`config.mk`:
```
export PLATFORM = sky130hd
export DESIGN_NAME = chip_test_sequencer
export DESIGN_NICKNAME = d
export VERILOG_FILES = /design/src/rtl/chip_test_pkg.sv /design/src/rtl/rise_detect.sv /design/src/rtl/chip_test_sequencer.sv
export SDC_FILE = /design/constraint.sdc
export NUM_CORES = 1
export LEC_CHECK = 0
export BUFFER_PORTS_ARGS = -buffer_cell sky130_fd_sc_hd__buf_2
export CORE_MARGIN = 8
export CORE_UTILIZATION = 46
export CTS_CLUSTER_DIAMETER = 120
export CTS_CLUSTER_SIZE = 14
export DETAILED_ROUTE_END_ITERATION = 16
export PLACE_DENSITY = 0.75
export SYNTH_ARGS = -nofsm -noshare
export SYNTH_HDL_FRONTEND = slang
export SYNTH_SLANG_ARGS = --single-unit
```
`constraint.sdc`:
```
create_clock -name Clk -period 1.9 [get_ports Clk]
set_input_delay 0.57 -clock Clk [delete_from_list [all_inputs] [get_ports Clk]]
set_output_delay 0.57 -clock Clk [all_outputs]
set_load 0.02 [all_outputs]
```
`src/rtl/chip_test_pkg.sv`:
```
// Shared types and constants for the chip_74xx test front end.
// Latency: n/a (declarations only).
// Backpressure: n/a.
package chip_test_pkg;

    typedef enum logic [1:0] {
        IDLE      = 2'd0,
        LAUNCH    = 2'd1,
        WAIT_DONE = 2'd2,
        ACK       = 2'd3
    } seq_state_t;

    localparam int DEFAULT_NUM_CHIPS      = 8;
    localparam int DEFAULT_TIMEOUT_CYCLES = 1024;

    // Checker slot assigned to each supported part.
    localparam int SLOT_7400 = 0;
    localparam int SLOT_7402 = 1;
    localparam int SLOT_7404 = 2;
    localparam int SLOT_7408 = 3;
    localparam int SLOT_7410 = 4;
    localparam int SLOT_7420 = 5;
    localparam int SLOT_7432 = 6;
    localparam int SLOT_7486 = 7;

endpackage

```
`src/rtl/rise_detect.sv`:
```
// Rising-edge detector for an already-debounced level input (buttons).
// Latency: pulse is high in the cycle the input is first seen high.
// Backpressure: none; a rise that nobody consumes is simply lost.
// Ports: Clk, Reset (sync, active-high), in (level), pulse (one-cycle rise).
module rise_detect (
    input  logic Clk,
    input  logic Reset,
    input  logic in,
    output logic pulse
);

    logic r_in_q;

    always_ff @(posedge Clk) begin
        if (Reset) begin
            r_in_q <= 1'b0;
        end else begin
            r_in_q <= in;
        end
    end

    assign pulse = in & ~r_in_q;

endmodule

```
`src/rtl/chip_test_sequencer.sv`:
```
// Shared Run/acknowledge sequencer for the per-chip checker FSMs, with a bounded wait.
// Latency: Start rise at cycle 0 -> Run at cycle 1; flags and DISP_RSLT the cycle after Done.
// Backpressure: Start rises outside IDLE are dropped, never queued.
// Ports: Clk/Reset; Start, ChipSel in; Run_vec/DISP_RSLT one-hot to checkers;
//        Done_vec/RSLT_vec from checkers; Busy, Pass, Fail, Timeout, BadSel, SelLatched status.
module chip_test_sequencer
    import chip_test_pkg::*;
#(
    parameter int NUM_CHIPS      = DEFAULT_NUM_CHIPS,
    parameter int SEL_W          = 3,
    parameter int TIMEOUT_CYCLES = DEFAULT_TIMEOUT_CYCLES
) (
    input  logic                 Clk,
    input  logic                 Reset,
    input  logic                 Start,
    input  logic [SEL_W-1:0]     ChipSel,
    output logic [NUM_CHIPS-1:0] Run_vec,
    input  logic [NUM_CHIPS-1:0] Done_vec,
    input  logic [NUM_CHIPS-1:0] RSLT_vec,
    output logic [NUM_CHIPS-1:0] DISP_RSLT,
    output logic                 Busy,
    output logic                 Pass,
    output logic                 Fail,
    output logic                 Timeout,
    output logic                 BadSel,
    output logic [SEL_W-1:0]     SelLatched
);

    localparam int                 CNT_W      = $clog2(TIMEOUT_CYCLES) + 1;
    localparam logic [CNT_W-1:0]   CNT_LAST   = CNT_W'(TIMEOUT_CYCLES - 1);
    localparam logic [SEL_W:0]     NUM_CHIPS_W = (SEL_W + 1)'(NUM_CHIPS);

    seq_state_t             r_state;
    logic [CNT_W-1:0]       r_cnt;
    logic [NUM_CHIPS-1:0]   r_run;
    logic [NUM_CHIPS-1:0]   r_disp;
    logic                   r_pass;
    logic                   r_fail;
    logic                   r_timeout;
    logic                   r_badsel;
    logic [SEL_W-1:0]       r_sel;

    logic                   w_start_edge;
    logic                   w_bad_sel;
    logic [NUM_CHIPS-1:0]   w_sel_oh;
    logic [NUM_CHIPS-1:0]   w_in_oh;
    logic                   w_done;
    logic                   w_rslt;

    rise_detect u_start_edge (
        .Clk   (Clk),
        .Reset (Reset),
        .in    (Start),
        .pulse (w_start_edge)
    );

    // One-hot decodes built by compare so a SEL_W wider than log2(NUM_CHIPS)
    // never indexes past the vectors.
    always_comb begin
        w_sel_oh = '0;
        w_in_oh  = '0;
        for (int i = 0; i < NUM_CHIPS; i++) begin
            w_sel_oh[i] = (r_sel == SEL_W'(i));
            w_in_oh[i]  = (ChipSel == SEL_W'(i));
        end
    end

    assign w_bad_sel = ({1'b0, ChipSel} >= NUM_CHIPS_W);
    // Only the selected checker is watched; other Done/RSLT bits are masked off.
    assign w_done    = |(Done_vec & w_sel_oh);
    assign w_rslt    = |(RSLT_vec & w_sel_oh);

    always_ff @(posedge Clk) begin
        if (Reset) begin
            r_state   <= IDLE;
            r_cnt     <= '0;
            r_run     <= '0;
            r_disp    <= '0;
            r_pass    <= 1'b0;
            r_fail    <= 1'b0;
            r_timeout <= 1'b0;
            r_badsel  <= 1'b0;
            r_sel     <= '0;
        end else begin
            // Run and DISP_RSLT are single-cycle strobes.
            r_run  <= '0;
            r_disp <= '0;
            case (r_state)
                IDLE: begin
                    if (w_start_edge) begin
                        r_sel     <= ChipSel;
                        r_pass    <= 1'b0;
                        r_fail    <= 1'b0;
                        r_timeout <= 1'b0;
                        r_badsel  <= 1'b0;
                        if (w_bad_sel) begin
                            r_badsel <= 1'b1;
                            r_fail   <= 1'b1;
                        end else begin
                            // Run is registered here so it is high exactly during LAUNCH.
                            r_run   <= w_in_oh;
                            r_state <= LAUNCH;
                        end
                    end
                end
                LAUNCH: begin
                    r_cnt   <= '0;
                    r_state <= WAIT_DONE;
                end
                WAIT_DONE: begin
                    r_cnt <= r_cnt + CNT_W'(1);
                    if (w_done) begin
                        r_pass  <= w_rslt;
                        r_fail  <= ~w_rslt;
                        r_disp  <= w_sel_oh;
                        r_state <= ACK;
                    end else if (r_cnt == CNT_LAST) begin
                        r_timeout <= 1'b1;
                        r_fail    <= 1'b1;
                        r_disp    <= w_sel_oh;
                        r_state   <= ACK;
                    end
                end
                ACK: begin
                    r_state <= IDLE;
                end
                default: begin
                    r_state <= IDLE;
                end
            endcase
        end
    end

    assign Run_vec    = r_run;
    assign DISP_RSLT  = r_disp;
    assign Busy       = (r_state != IDLE);
    assign Pass       = r_pass;
    assign Fail       = r_fail;
    assign Timeout    = r_timeout;
    assign BadSel     = r_badsel;
    assign SelLatched = r_sel;

endmodule
```
; ---- After elaboration in Yosys (flattened, before gate mapping)
; Cells that the tools add are included.
[op_classes]
n_reduce_logical = 15
addsub = 1
n_eq_ne = 23
mux = 15
n_bitwise = 8
[op_table]
columns = cell, count
row1 = $eq A3 B3 Y1 const B, 8
row2 = $pmux W11 S2, 1
row3 = $and A8 B8 Y8, 2
row4 = $mux W8, 2
row5 = $reduce_or A8 Y1, 2
row6 = $eq A3 B2 Y1 const B, 4
row7 = $add A11 B1 Y11 const B, 1
row8 = $eq A11 B10 Y1 const B, 1
row9 = $pmux W2 S4, 1
row10 = $eq A3 B1 Y1 const B, 2
row11 = $logic_not A3 Y1, 2
row12 = $mux W2, 3
row13 = $ne A2 B2 Y1 const B, 3
row14 = $pmux W1 S2, 3
row15 = $reduce_and A3 Y1, 2
row16 = $reduce_bool A2 Y1, 3
row17 = $mux W1, 5
row18 = $not A1 Y1, 5
row19 = $eq A2 B2 Y1 const B, 2
row20 = $reduce_and A2 Y1, 2
row21 = $reduce_and A4 Y1, 1
row22 = $ne A3 B3 Y1 const B, 1
row23 = $reduce_or A3 Y1, 1
row24 = $eq A2 B1 Y1 const B, 1
row25 = other kinds (4), 4
[word_totals]
word_cells = 71
register_bits = 36

; ---- Longest topological paths before layout
; Gate-level depths: netlist of run 1.
[depth]
ltp_word = 6
mapped_depth = 7

; ---- Modules after synthesis
; From an unflattened synthesis of run 1, not the netlist that was laid out.
[hier_totals]
cells_unflattened = 172
hier_area_um2 = 1620.3
[by_module_without_submodules]
columns = mod, area_per_inst_um2, cells_per_inst, seq_area_each_um2, instances
row1 = chip_test_sequencer, 1572.8, 169, 700.7, 1
row2 = rise_detect, 47.5, 3, 20.0, 1

; ---- Worst setup path after synthesis of run 1
; No wires, ideal clock.
[synth_timing]
path_kind = register to register
startpoint = register r_sel[0] (netlist: SelLatched[0])
endpoint = register r_state[1]
required_time_ns = 1.828
path_slack_ns = -0.052
n_path_buf = 1
arrival_ns = 1.880
stages_incl_launch_ff = 6
setup_time_ns = 0.072
synth_period_minus_slack_ns = 1.952
cell_sequence = dfxtp_1 > buf_2 > mux4_2 > mux2_2 > o21ai_1 > mux2i_1
[synth_via]
elab_chain_len = 5
word_cells_on_any_way = 14
classes_between = eq/ne (8) / mux (2) / bitwise (1) / reduce/logical (3)
[synth_lines]
columns = item, line_no
row1 = from (decl), chip_test_sequencer.sv:41  ; logic [SEL_W-1:0] r_sel;
row2 = from (signal assigned), chip_test_sequencer.sv:91  ; r_sel <= ChipSel;
row3 = "$eq A3 B1 Y1, or another cell as far along", chip_test_sequencer.sv:63  ; w_sel_oh[i] = (r_sel == SEL_W'(i));
row4 = $and A8 B8 Y8 (*), chip_test_sequencer.sv:70  ; assign w_done = |(Done_vec & w_sel_oh);
row5 = $reduce_or A8 Y1 (*), chip_test_sequencer.sv:70
row6 = $mux W2 / $ne A3 B3 Y1 (equally long branches), -
row7 = $pmux W2 S4 / $reduce_and A2 Y1 (equally long branches), -
row8 = to (signal assigned), chip_test_sequencer.sv:75  ; r_state <= IDLE;
row9 = to (signal assigned), chip_test_sequencer.sv:116  ; r_state <= ACK;
row10 = to (signal assigned), chip_test_sequencer.sv:121  ; r_state <= ACK;
row11 = to (decl), chip_test_sequencer.sv:33  ; seq_state_t r_state;
; Mark *: on every way between the ends. The rest lies on a longest branch, timed or not.
; A chain may end at the register's enable or synchronous reset.

; ---- Final worst setup path of run 1
[layout_timing]
startpoint = register r_state[1]
endpoint = output Busy
[layout_via]
elab_chain_len = 1
[layout_lines]
columns = item, line_no
row1 = from (signal assigned), chip_test_sequencer.sv:75
row2 = from (signal assigned), chip_test_sequencer.sv:102  ; r_state <= LAUNCH;
row3 = from (signal assigned), chip_test_sequencer.sv:108  ; r_state <= WAIT_DONE;
row4 = $reduce_bool A2 Y1, chip_test_sequencer.sv:136  ; assign Busy = (r_state != IDLE);
row5 = to (decl), chip_test_sequencer.sv:21  ; output logic Busy,
; No other way between the ends.

==> run metrics, run 1 <==
Yosys cell types=between 40 and 50; all-layer global routing usage=about 13%; final antenna-violating net count=0; FF+latch count, synth=36; share of the yosys chip area belonging to registers=between 40 and 50%; buffers from clock root to sink, at most=2; H-tree depth=2; dominant synthesized flop cell=dfxtp_1; I/O Pins=46; number of input and output port buffers inserted=between 40 and 50; clock transition at the registers of the reported paths=110 ps; cell area after synthesis=~0.0016 sq mm; Hold Path Depth=2; Final period util=between 90% and 100%; fillers=between 300 and 400; power per unit of standard cell area=approximately 930 mW/mm^2; unrepaired setup endpoints after global routing=false; Util after Layout=about three fifths; worst flop-to-flop path endpoint=DISP_RSLT[0]$_SDFF_PP0_; Leakage=~0.87 nW; number of hold-slack violations in the final timing report=0; core area=0.003337 sq mm; switching part of the total=between 30 and 40%; grt ovf=0; Max Clock Freq=approximately 560 MHz; combinational share of power=32.1%; Period minus WS final=between 1500 and 2000 ps; Die W=around 75 um; CTS tree=yes; global-route wire length before repair=around 5400 um; largest net degree at the start of global routing=19; wire length reported by the detailed router=3286 um; initial DRC count=73; Ant. Diodes=0; warning count from the yosys run=0; Worst Hold Margin=446.5 ps; initial standard-cell utilization of the core=a little under half; status=finished, final reports clean; launch instance of the worst min-delay path=ChipSel[1]; Avg Inst Size Synth=9.623 sq um; Worst Clk Skew=between 3 and 4 ps; largest driver fanout on the critical path=4; detailed-route wire length per cell=about 12 um; power share of the clock group=approximately 23%; maximum capacitance violations=0; cts hold-fix bufs=0; final setup slack of the worst path=116.9 ps; Inserted Clock Buffers=5; post-route DRC violation count=0; Die Area=approximately 0.0056 sq mm; per-cell via count in the routed design=between 5 and 6; Setup TNS Final=0 ps; length in cells of the worst reg-to-reg path=5; number of global-route vias before repair=about 1300; worst-skew pair later-pin latency=about 340 ps; Routability Congestion=between 0.7 and 0.8; fraction of registers with async set or reset after synthesis=0%; detailed-placement wirelength estimate=around 2600 um; layout cells sized above 1=between 30% and 40%; minimum setup slack after placement=-34.03 ps; Net Count, Synth=about 190; worst min-delay path class=input port to flop; kind of critical path=flop to output pin; DRT Pass-1 Iters=4; number of nets in the finished design=~250; routed via count=1345; Clock Tree Root=clkbuf_4; Register Area=723.2 sq um; Seq pwr share=around 45%; required time worst endpoint=about 1300 ps; Area Overhead vs Synth=25.14%; chip height=between 70 and 80 um; Int Pwr=around 1.2 mW; Critical Path Source Type=flop; Worst Setup End Kind=output pin; Sinks on Clock Net=36; worst hold endpoint=Run_vec[0]$_SDFF_PP0_; EDFF count, synth=0; Peak VDD IR=just over 0.0005 V; initial antenna violation count=0; footprint of the multi-input gates=roughly 800 sq um; worst r2r src=r_cnt[0]$_SDFFE_PP0P_; reg-to-reg slack, setup=about 130 ps; P_sw=about 600 uW; gate count after technology mapping=between 150 and 200; site row count=21; fin. max-slew vios=0; WP data arrival=between 1000 and 1500 ps; Setup violations, final=0
==> layout make-up <==
| class | count | share of cell area, % |
|---|---|---|
| Sequential cell | 36 | 36.40 |
| Tap cell | 46 | 2.897 |
| Inverter | 8 | 1.511 |
| Timing Repair Buffer | 56 | 15.62 |
| Clock buffer | 6 | 2.582 |
| Multi-Input combinational cell | 114 | 40.49 |
| Clock inverter | 2 | 0.5038 |
==> routing by layer <==
| layer | global-route usage [%] | wire (um) | up-vias |
|---|---|---|---|
| li1 | - | - | 689 |
| met1 | 14.36 | 1409 | 621 |
| met2 | 19.17 | 1531 | 28 |
| met3 | 6.924 | 296 | 7 |
| met4 | 4.565 | 48 | 0 |
| met5 | 0 | 0 | - |
==> worst max-delay path: stages, from the launching register on <==
cell and delay, ps:
dfxtp_1 370, inv_1 70, ha_1 220, inv_1 60
buf_2 150
==> cell usage in the layout (no fill, tap or decap), drive strengths merged, types with 5 or more instances in the layout <==
| cell | Yosys | final |
|---|---|---|
| buf | 3 | 56 |
| o21ai | 7 | 7 |
| nor2 | 25 | 25 |
| mux2i | 6 | 6 |
| nand2 | 10 | 10 |
| inv | 8 | 8 |
| clkbuf | 4 | 6 |
| dfxtp | 36 | 36 |
| nand2b | 9 | 9 |
| a21oi | 5 | 5 |
| nor3 | 7 | 7 |
| or3 | 5 | 5 |
==> kinds of logic after synthesis <==
group	synth area share [%]
other	0.2362
XOR/XNOR	2.758
multiplexers	11.66
AO/OA/AOI/OAI	9.141
adder cells (fa/ha/maj)	3.152
flip-flops	45.39
buffers and inverters	3.940
AND/OR/NAND/NOR	23.72
==> through the flow <==
step	std cells	power, mW	area [sq um]
4_1_cts	268	1.870	1986
6_report	268	1.852	1987
3_3_place_gp	260	1.436	1924
3_5_place_dp	260	1.443	1924
2_1_floorplan	165	1.233	1592
5_1_grt	268	1.974	1987
==> cell usage after synthesis (4+ instances only) <==
master	n	area [sq um]
nand2b_1	9	56.30
dfxtp_1	36	720.7
o21ai_0	6	30.03
mux4_2	4	90.09
a21oi_1	5	25.02
ha_1	4	50.05
inv_1	8	30.03
nor2_1	25	93.84
clkbuf_1	4	15.01
mux2i_1	5	50.05
nand2_1	10	37.54
nor3_1	5	25.02
xor2_1	4	35.03
==> power by group through the flow <==
stage / combinational, mW / sequential [mW] / clock [mW]
after floorplan: 0.373 / 0.860 / 0
after CTS: 0.601 / 0.828 / 0.442
after global placement: 0.593 / 0.844 / 0
after global routing: 0.665 / 0.834 / 0.476
final: 0.595 / 0.827 / 0.429
after detailed placement: 0.598 / 0.845 / 0
==> registers in the layout, summed over array words and instances, names as in the netlist <==
signal and count:
DISP_RSLT 8, Fail 1, Pass 1, Run_vec 8
SelLatched 3, Timeout 1, r_cnt 11, r_state 2
u_start_edge.r_in_q 1
==> how the worst max path moves through the flow <==
stage,startpoint,endpoint,slack (ps)
2_1_floorplan,SelLatched[1]$_SDFFE_PP0P_,Pass$_SDFFE_PP0P_,40
6_report,r_state[1]$_SDFFE_PP0P_,Busy,120
3_3_place_gp,Done_vec[3],r_state[1]$_SDFFE_PP0P_,-30
5_1_grt,r_state[1]$_SDFFE_PP0P_,Busy,20
3_5_place_dp,Done_vec[7],r_state[1]$_SDFFE_PP0P_,-30
4_1_cts,r_state[1]$_SDFFE_PP0P_,Busy,90
==> what timing repair did <==
item	in CTS	in global routing
resized for setup	0	1
setup endpoints to repair	0	1
buffers inserted	0	0
No activity file was read; power rests on OpenSTA's default activity.
==> run 2, diff against run 1 <==
CORE_UTILIZATION = 33   (was 46)
PLACE_DENSITY = unset   (was 0.75)
clock period = 2.3 ns   (was 1.9 ns; I/O delays follow)
==> run metrics, run 2 (synthesis results as in run 1) <==
leading cell type in the layout, fill and taps excluded=buf_2; H-tree depth=2 (unchanged); combinational share of power=26.1% (-6.0 points); Inserted Clock Buffers=5 (unchanged); Ant. Diodes=0 (unchanged); Int Pwr=1.157 mW (-7.3%); maximum capacitance violations=0 (unchanged); Clock Tree Root=clkbuf_8; final antenna-violating net count=0 (unchanged); Setup TNS Final=0 ps (unchanged); clock transition at the registers of the reported paths=70 ps (-40 ps); Setup violations, final=0 (unchanged); Final period util=between 80% and 90%; Period minus WS final=1868 ps; fin. max-slew vios=0 (unchanged); detailed-route wire length per cell=12.66 um (+3.3%); commonest cells after routing, fill and taps aside=44 x buf_2, 36 x dfxtp_1, 25 x nor2_1, 10 x nand2_1, 9 x nand2b_1; power per unit of standard cell area=840.5 mW/mm^2 (-9.8%); non-filler cells in the finished layout=267 (-0.37%); Worst Hold Margin=492.6 ps (+46.08 ps); measured slew at the worst slew-check pin=572.4 ps; WP data arrival=2080 ps (+870 ps); register name with the most flops=r_cnt; CTS tree=yes; number of hold-slack violations in the final timing report=0 (unchanged); Seq pwr share=41.3% (-3.4 points); cell area after layout=0.001973 sq mm (-0.69%); worst hold endpoint=r_cnt[1]$_SDFFE_PP0P_; number of global-route vias before repair=1209 (-5.4%); wire length reported by the detailed router=3381 um (+2.9%); Rel. slew slack=between 60 and 70%; footprint of the multi-input gates=804.5 sq um (unchanged); required time worst endpoint=2520 ps (+1190 ps); Sinks on Clock Net=36 (unchanged); Placement Cell Area=0.001866 sq mm (-3.1%); worst-skew pair later-pin latency=280 ps (-60 ps); power share of the clock group=32.6% (+9.4 points); initial antenna violation count=0 (unchanged); Area Overhead vs Synth=24.27%; Peak VDD IR=0.0004403 V (-15%); site row count=25 (+19%); Routability Congestion=0.6972 (-4.8%); Critical Path Source Type=flop; final setup slack of the worst path=432.1 ps (+315.3 ps); minimum setup slack after placement=218.4 ps (+252.4 ps); layout cells sized above 1=33.33% (-4.1 points); all-layer global routing usage=9.646% (-2.9 points); routed via count=1303 (-3.1%); DRT Pass-1 Iters=4 (unchanged); status=finished, final reports clean; grt ovf=0 (unchanged); worst min-delay path class=flop to flop; core area=0.004692 sq mm (+41%); chip height=85.37 um (+14%); I/O Pins=46 (unchanged); largest driver fanout on the critical path=11 (+7); number of nets in the finished design=238 (-3.6%); Register Area=720.7 sq um (-0.35%); worst r2r src=r_state[1]$_SDFFE_PP0P_; launch instance of the worst min-delay path=r_cnt[1]$_SDFFE_PP0P_; P_sw=501.4 uW (-17%); worst flop-to-flop path endpoint=r_cnt[7]$_SDFFE_PP0P_; largest net degree at the start of global routing=19 (unchanged); switching part of the total=30.23% (-2.4 points); Die Area=0.007287 sq mm (+30%); buffers from clock root to sink, at most=2 (unchanged); global-route wire length before repair=5664 um (+5.2%); Worst Setup End Kind=flop; Hold Path Depth=2 (unchanged); length in cells of the worst reg-to-reg path=5 (unchanged); reg-to-reg slack, setup=430 ps (+300 ps); number of input and output port buffers inserted=44 (unchanged); kind of critical path=flop to flop; Util after Layout=42.05% (-17 points); Worst Clk Skew=7.984 ps (+4.333 ps); Post-CTS Repair Setup Buffers=0 (unchanged); Max Clock Freq=535.4 MHz; fillers=456 (+51%); Die W=85.37 um (+14%); initial DRC count=75 (+2.7%); post-route DRC violation count=0 (unchanged); max FFs per register=11 (unchanged); Leakage=0.8465 nW (-3.1%); detailed-placement wirelength estimate=2634 um (+1.9%); unrepaired setup endpoints after global routing=false; initial standard-cell utilization of the core=33.84% (-14 points); per-cell via count in the routed design=4.880 (-2.8%); Final Total Pwr=1.658 mW (-10%); cts hold-fix bufs=0 (unchanged); cells resized by post-CTS repair=0 (unchanged); placed insts=259 (-0.38%)
==> run 2: cell types whose count changed in the layout (fill, tap and decap cells not counted) <==
cell / change
buf_4: -9
clkbuf_4: -5
clkbuf_8: +4
dfxtp_1: +2
dfxtp_2: -2
bufinv_16: +1
clkbuf_1: +1
clkinv_2: -1
==> run 2: layer usage <==
| metal | vias to the layer above | wire (um) | global-route usage, % |
|---|---|---|---|
| li1 | 666 | - | - |
| met1 | 609 | 1533 | 11.47 |
| met3 | 5 | 100 | 2.896 |
| met2 | 23 | 1679 | 15.34 |
| met5 | - | 0 | 0 |
| met4 | 0 | 68 | 4.936 |
==> run 2: cell type report <==
class,count,area share (%)
multi-input cells,114,40.77
clock buffers,6,3.678
repair buffers,47,12.30
flip-flops and latches,36,36.53
inverters,8,1.522
clock inverters,2,1.776
well taps,54,3.424
==> run 2: power by group through the flow <==
stage,registers [mW],clock network (mW),logic (mW)
2_1_floorplan,0.710,0,0.307
3_3_place_gp,0.700,0,0.436
3_5_place_dp,0.700,0,0.439
4_1_cts,0.686,0.559,0.439
5_1_grt,0.691,0.585,0.486
6_report,0.685,0.540,0.433
==> run 2: worst max-delay path: stages, from the launching register on <==
cell and delay, ps:
dfxtp_1 360, inv_1 70, ha_1 450, nand4_1 290
or3_2 480, a21oi_1 150
==> run 2: worst max path at each step <==
stage / from / end / slack (ps) / cells after the start
after floorplan: SelLatched[0]$_SDFFE_PP0P_ / r_state[1]$_SDFFE_PP0P_ / 350 / 5
after global placement: Done_vec[3] / r_state[0]$_SDFFE_PP0P_ / 240 / 5
after detailed placement: Done_vec[3] / r_state[1]$_SDFFE_PP0P_ / 220 / 5
after CTS: r_state[1]$_SDFFE_PP0P_ / r_cnt[7]$_SDFFE_PP0P_ / 430 / 5
after global routing: r_state[1]$_SDFFE_PP0P_ / r_cnt[7]$_SDFFE_PP0P_ / 240 / 5
final: r_state[1]$_SDFFE_PP0P_ / r_cnt[7]$_SDFFE_PP0P_ / 430 / 5
